[config.mk]
export PLATFORM = sky130hd
export DESIGN_NAME = bias_bram_loader
export DESIGN_NICKNAME = d
export VERILOG_FILES = /design/src/rtl/bias_bram_loader.sv
export SDC_FILE = /design/constraint.sdc
export NUM_CORES = 1
export LEC_CHECK = 0
export CELL_PAD_IN_SITES_DETAIL_PLACEMENT = 1
export CELL_PAD_IN_SITES_GLOBAL_PLACEMENT = 2
export CORE_MARGIN = 3
export CORE_UTILIZATION = 30
export DETAILED_ROUTE_END_ITERATION = 8
export GPL_TIMING_DRIVEN = 1
export MAX_ROUTING_LAYER = met4
export PLACE_DENSITY = 0.94
export SLEW_MARGIN = 25
export SYNTH_ARGS = -nofsm -noshare
export SYNTH_HDL_FRONTEND = slang
export SYNTH_SLANG_ARGS = --single-unit
export TNS_END_PERCENT = 100
[constraint.sdc]
create_clock -name clk -period 2.4 [get_ports clk]
set_input_delay 0.6 -clock clk [delete_from_list [all_inputs] [get_ports clk]]
set_output_delay 0.6 -clock clk [all_outputs]
set_load 0.01 [all_outputs]
[src/rtl/bias_bram_loader.sv]
// Bias BRAM loader: packs a byte-serial bias stream into LANES-wide words and
// writes them one at a time to the BRAM controller's port A.

// One lane of the pack register. It is cleared at load start and after each
// word is written, and it captures a beat when its lane is selected.
module bias_lane #(
  parameter int B_BW = 8
) (
  input  logic            clk,
  input  logic            rst,
  input  logic            clr,
  input  logic            we,
  input  logic [B_BW-1:0] d,
  output logic [B_BW-1:0] q
);
  // Lane storage with a synchronous clear.
  always_ff @(posedge clk) begin
    if (rst || clr) q <= '0;
    else if (we)    q <= d;
  end
endmodule

module bias_bram_loader #(
  parameter int B_BW      = 8,
  parameter int LANES     = 5,
  parameter int MEM_SIZE  = 40,
  parameter int MEM_DEPTH = 49,
  parameter int ADDR_W    = 6
) (
  input  logic                clk,
  input  logic                rst,
  input  logic                start,
  input  logic [B_BW-1:0]     s_data,
  input  logic                s_valid,
  input  logic                s_last,
  output logic                s_ready,
  output logic [MEM_SIZE-1:0] din_a,
  output logic [ADDR_W-1:0]   addr_a,
  output logic                we_a,
  output logic                busy,
  output logic                done,
  output logic [ADDR_W:0]     words
);
  localparam int LW = (LANES > 1) ? $clog2(LANES) : 1;

  typedef enum logic [1:0] {IDLE, PACK, WRITE, DONE} state_t;

  state_t                       state_q, state_d;
  logic [LW-1:0]                lane_cnt;
  logic [ADDR_W-1:0]            widx;
  logic [ADDR_W:0]              words_q;
  logic                         last_q;
  logic [LANES-1:0][B_BW-1:0]   lanes;
  logic                         acc, lane_full, widx_end, clr;

  assign acc       = s_valid && (state_q == PACK);
  assign lane_full = (lane_cnt == LW'(LANES-1));
  assign widx_end  = (widx == ADDR_W'(MEM_DEPTH-1));
  assign clr       = ((state_q == IDLE) && start) || (state_q == WRITE);

  // din_a and addr_a are taken directly from registers, so they stay stable
  // through the single WRITE cycle.
  assign din_a  = lanes;
  assign addr_a = widx;
  assign words  = words_q;

  genvar g;
  generate
    for (g = 0; g < LANES; g++) begin : g_lane
      bias_lane #(.B_BW(B_BW)) u_lane (
        .clk (clk),
        .rst (rst),
        .clr (clr),
        .we  (acc && (lane_cnt == LW'(g))),
        .d   (s_data),
        .q   (lanes[g])
      );
    end
  endgenerate

  // State register.
  always_ff @(posedge clk) begin
    if (rst) state_q <= IDLE;
    else     state_q <= state_d;
  end

  // Next-state logic and Moore outputs.
  always_comb begin
    state_d = state_q;
    s_ready = 1'b0;
    we_a    = 1'b0;
    busy    = 1'b1;
    done    = 1'b0;
    case (state_q)
      IDLE: begin
        busy = 1'b0;
        if (start) state_d = PACK;
      end
      PACK: begin
        s_ready = 1'b1;
        if (acc && (lane_full || s_last)) state_d = WRITE;
      end
      WRITE: begin
        we_a    = 1'b1;
        state_d = (last_q || widx_end) ? DONE : PACK;
      end
      DONE: begin
        done    = 1'b1;
        state_d = IDLE;
      end
      default: state_d = IDLE;
    endcase
  end

  // Counters and the end-of-load flag. The word index is held on the final
  // word so that addr_a never points past the last BRAM entry.
  always_ff @(posedge clk) begin
    if (rst) begin
      lane_cnt <= '0;
      widx     <= '0;
      words_q  <= '0;
      last_q   <= 1'b0;
    end else begin
      case (state_q)
        IDLE: if (start) begin
          lane_cnt <= '0;
          widx     <= '0;
          words_q  <= '0;
          last_q   <= 1'b0;
        end
        PACK: if (acc) begin
          lane_cnt <= lane_cnt + 1'b1;
          if (s_last) last_q <= 1'b1;
        end
        WRITE: begin
          words_q  <= words_q + 1'b1;
          lane_cnt <= '0;
          if (!(last_q || widx_end)) widx <= widx + 1'b1;
        end
        default: ;
      endcase
    end
  end
endmodule

==> results.md <==
- Outcome: completed
- Fin crit share: roughly 94%
- Clock root buffer: clkbuf_8
- Post-route ant nets: 0
- Hold Buf Count CTS: 0
- Net switching power: approximately 0.56 mW
- Final RePlAce weighted congestion: about 0.75
- Die footprint: 0.009722 mm²
- Pwr Density: 596.5 mW/mm²
- Max-cap check violation count: 0
- Clock power share: around 43%
- RSZ-0062 raised after global routing: no
- Critical Path End Type: output pin
- HP Class: flop to flop
- Layout Cells excl Fill: 472
- Max Slew Vio Count: 0
- R2R Setup Slk: 730 ps
- Pre-CTS setup slack: 147.9 ps
- #FFs+latches synth: 59
- Pin count of the biggest net entering global routing: 41
- Worst vdd ir: around 0.25 mV
- # port buffers: 69
- Area share of the largest cell type after synthesis: 45.91%
- Switching part of the total: between 20% and 30%
- Detailed Route Iter0 Violations: 66
- Worst EP required: 1800 ps
- Fin worst setup slack: 145.3 ps
- Insertion delay to the later sink of the worst-skew pair: between 300 and 400 ps
- H-tree depth: 3
- Worst slew pin tran: 515.9 ps
- Die H: 98.60 µm
- Net count, final: between 300 and 400
- Layout Skew: 12.49 ps
- Crit-path max FO: 10
- Fraction of layout cells with a size suffix above 1: about an eighth
- Core area: 0.008258 mm²
- Seq pwr share: ~48%
- Vias in the first global route: roughly 2,400
- Setup CP Type: flop to output pin
- Max_slew headroom: around 66%
- Startpoint types: flop
- First-pass DRT Iterations: 4
- Post-synth top area cell: dfxtp_1
- Cell count after synthesis: about 290
- Post-DP HPWL: 5.121 mm
- Antenna Cells: 0
- Row cnt: 33
- Synthesized area: 0.002572 mm²
- HP Start: g_lane[3].u_lane.q[4]$_SDFFE_PP0P_
- Initial Util: 31.15%
- Total number of vias: between 2,000 and 2,500
- CP Data Arrival Time: 1650 ps
- Clock sinks: 59
- Die X: 98.60 µm
- Setup TNS: 0 ps
- Mapped Nets: 315
- Area Growth Syn to Fin: 37.79%
- DR WL/cell: 15.57 µm
- Placed Cells: 456
- I/O Pins: 70
- Post-synthesis sequential area ratio: 45.91%
- Cts bufs inserted: 9
- First-pass GRT wire length: 12.32 mm
- Drc violations: 0
- Reg2Reg Depth: 5
- Worst r2r dst: g_lane[4].u_lane.q[5]$_SDFFE_PP0P_
- Initial antenna violation count: 0
- F_max: 443.5 MHz
- Leak: 1.148 nW
- Hold EP: g_lane[3].u_lane.q[4]$_SDFFE_PP0P_
- Core Util, Final: 42.92%
- YS warnings: 0
- WHS Path Cells: 2
- Final Setup Violations: 0
- Post-route minimum period: 2255 ps
- CTS max path bufs: 2
- FF-to-FF Start: lane_cnt[0]$_SDFFE_PP0P_
- Post-Route WL: 7.351 mm
- Internal: 1.554 mW
- Combinational power share: 9.2%
- Avg Cell Area, Syn: slightly below 9 µm²
- Vias per std cell: 4.968
- Number of library cell types mapped by synthesis: 42
- GRT Residual Overflow: 0
- CTS tree: yes
- Clock-pin slew on the worst setup and hold paths: about 80 ps
- Synth top area cells: dfxtp_1 (46%), nand2_1 (7.6%), nand3_1 (5.8%)
- Total GRT Usage: 16.09%
- Fin. Hold Viols: 0
[cell usage in the layout (no fill, tap or decap), types with 5 or more instances in the layout]
cell,count
dfxtp_1,58
mux2i_1,9
clkinv_4,5
inv_1,8
a21oi_2,17
clkbuf_8,9
buf_4,5
nor2_1,19
nand3_1,30
a21oi_1,26
clkdlybuf4s50_1,69
nand2_1,52
ha_1,8
[metal layers]
metal / GRT usage, % / routed length (µm) / vias up
met1: 21.24 / 3633 / 1129
met5: - / 0 / -
met2: 24.28 / 3357 / 66
met3: 4.246 / 312 / 4
met4: 4.727 / 48 / 0
li1: - / - / 1146
[kinds of logic after synthesis]
| family | after synthesis | synth area share [%] |
|---|---|---|
| buffers and inverters | 27 | 6.225 |
| adders and majority gates | 8 | 3.891 |
| DFF | 59 | 45.91 |
| muxes | 11 | 4.378 |
| and+or+nand+nor | 130 | 24.56 |
| AOI/OAI and AO/OA | 59 | 15.03 |
[worst max-delay path by stage]
| stage | start | slack [ps] | endpoint |
|---|---|---|---|
| finish | state_q[1]$_SDFFE_PP0P_ | 150 | s_ready |
| global route | state_q[1]$_SDFFE_PP0P_ | 50 | we_a |
| CTS | state_q[0]$_SDFFE_PP0P_ | 30 | s_ready |
| detailed placement | s_valid | 150 | g_lane[0].u_lane.q[7]$_SDFFE_PP0P_ |
| global placement | s_valid | 180 | g_lane[0].u_lane.q[6]$_SDFFE_PP0P_ |
| floorplan | s_valid | 910 | g_lane[4].u_lane.q[0]$_SDFFE_PP0P_ |
[worst max-delay path: stages, from the launching register on]
cell and delay (ps):
dfxtp_1 410, or2b_1 300, inv_1 80, clkdlybuf4s50_1 540
[power by group through the flow]
stage	sequential, mW	combinational (mW)	clock (mW)
after detailed placement	1.03	0.195	0
after CTS	1.00	0.196	0.941
after global placement	1.03	0.192	0
final	1.00	0.195	0.915
after global routing	1.01	0.211	0.993
after floorplan	1.02	0.112	0
[sequential cells by signal, indices dropped and copies added (netlist names)]
name	flops
addr_a	6
g_lane.u_lane.q	40
lane_cnt	3
last_q	1
state_q	2
words	7
[metrics by stage]
step / area [µm²] / hold WS [ps] / total power [mW]
2_1_floorplan: 2572 / 477.9 / 1.136
3_3_place_gp: 3341 / 443.5 / 1.218
3_5_place_dp: 3341 / 456.9 / 1.221
4_1_cts: 3543 / 471.2 / 2.141
5_1_grt: 3545 / 481.8 / 2.211
6_report: 3545 / 464.7 / 2.114
[cells in the mapped netlist, drive strengths merged]
cell type	n
a211oi	2
a21o	1
a21oi	43
a22oi	1
a31oi	2
and2	2
and3	3
and3b	1
buf	13
clkbuf	5
dfxtp	59
ha	8
inv	9
mux2	2
mux2i	9
nand2	52
nand2b	2
nand3	30
nand3b	1
nand4	3
nand4b	4
nor2	19
nor2b	1
nor3	4
nor3b	1
nor4	1
nor4bb	1
o211ai	1
o21ai	5
o21ba	1
o31ai	3
or2	3
or2b	1
or3b	1
[what timing repair did]
item	CTS	global route
endpoints found under the setup margin	0	1
resized for setup	0	1
setup buffers	0	0
[final cells by class]
type / instances / area [µm²]
inverters: 9 / 33.78
fillers: 965 / 4713
clock buffers: 9 / 123.9
repair buffers: 75 / 748.2
clock inverters: 7 / 78.83
multi-input cells: 208 / 1246
well taps: 105 / 131.4
flip-flops and latches: 59 / 1182
Note: power is estimated with default switching activity, not from simulation.
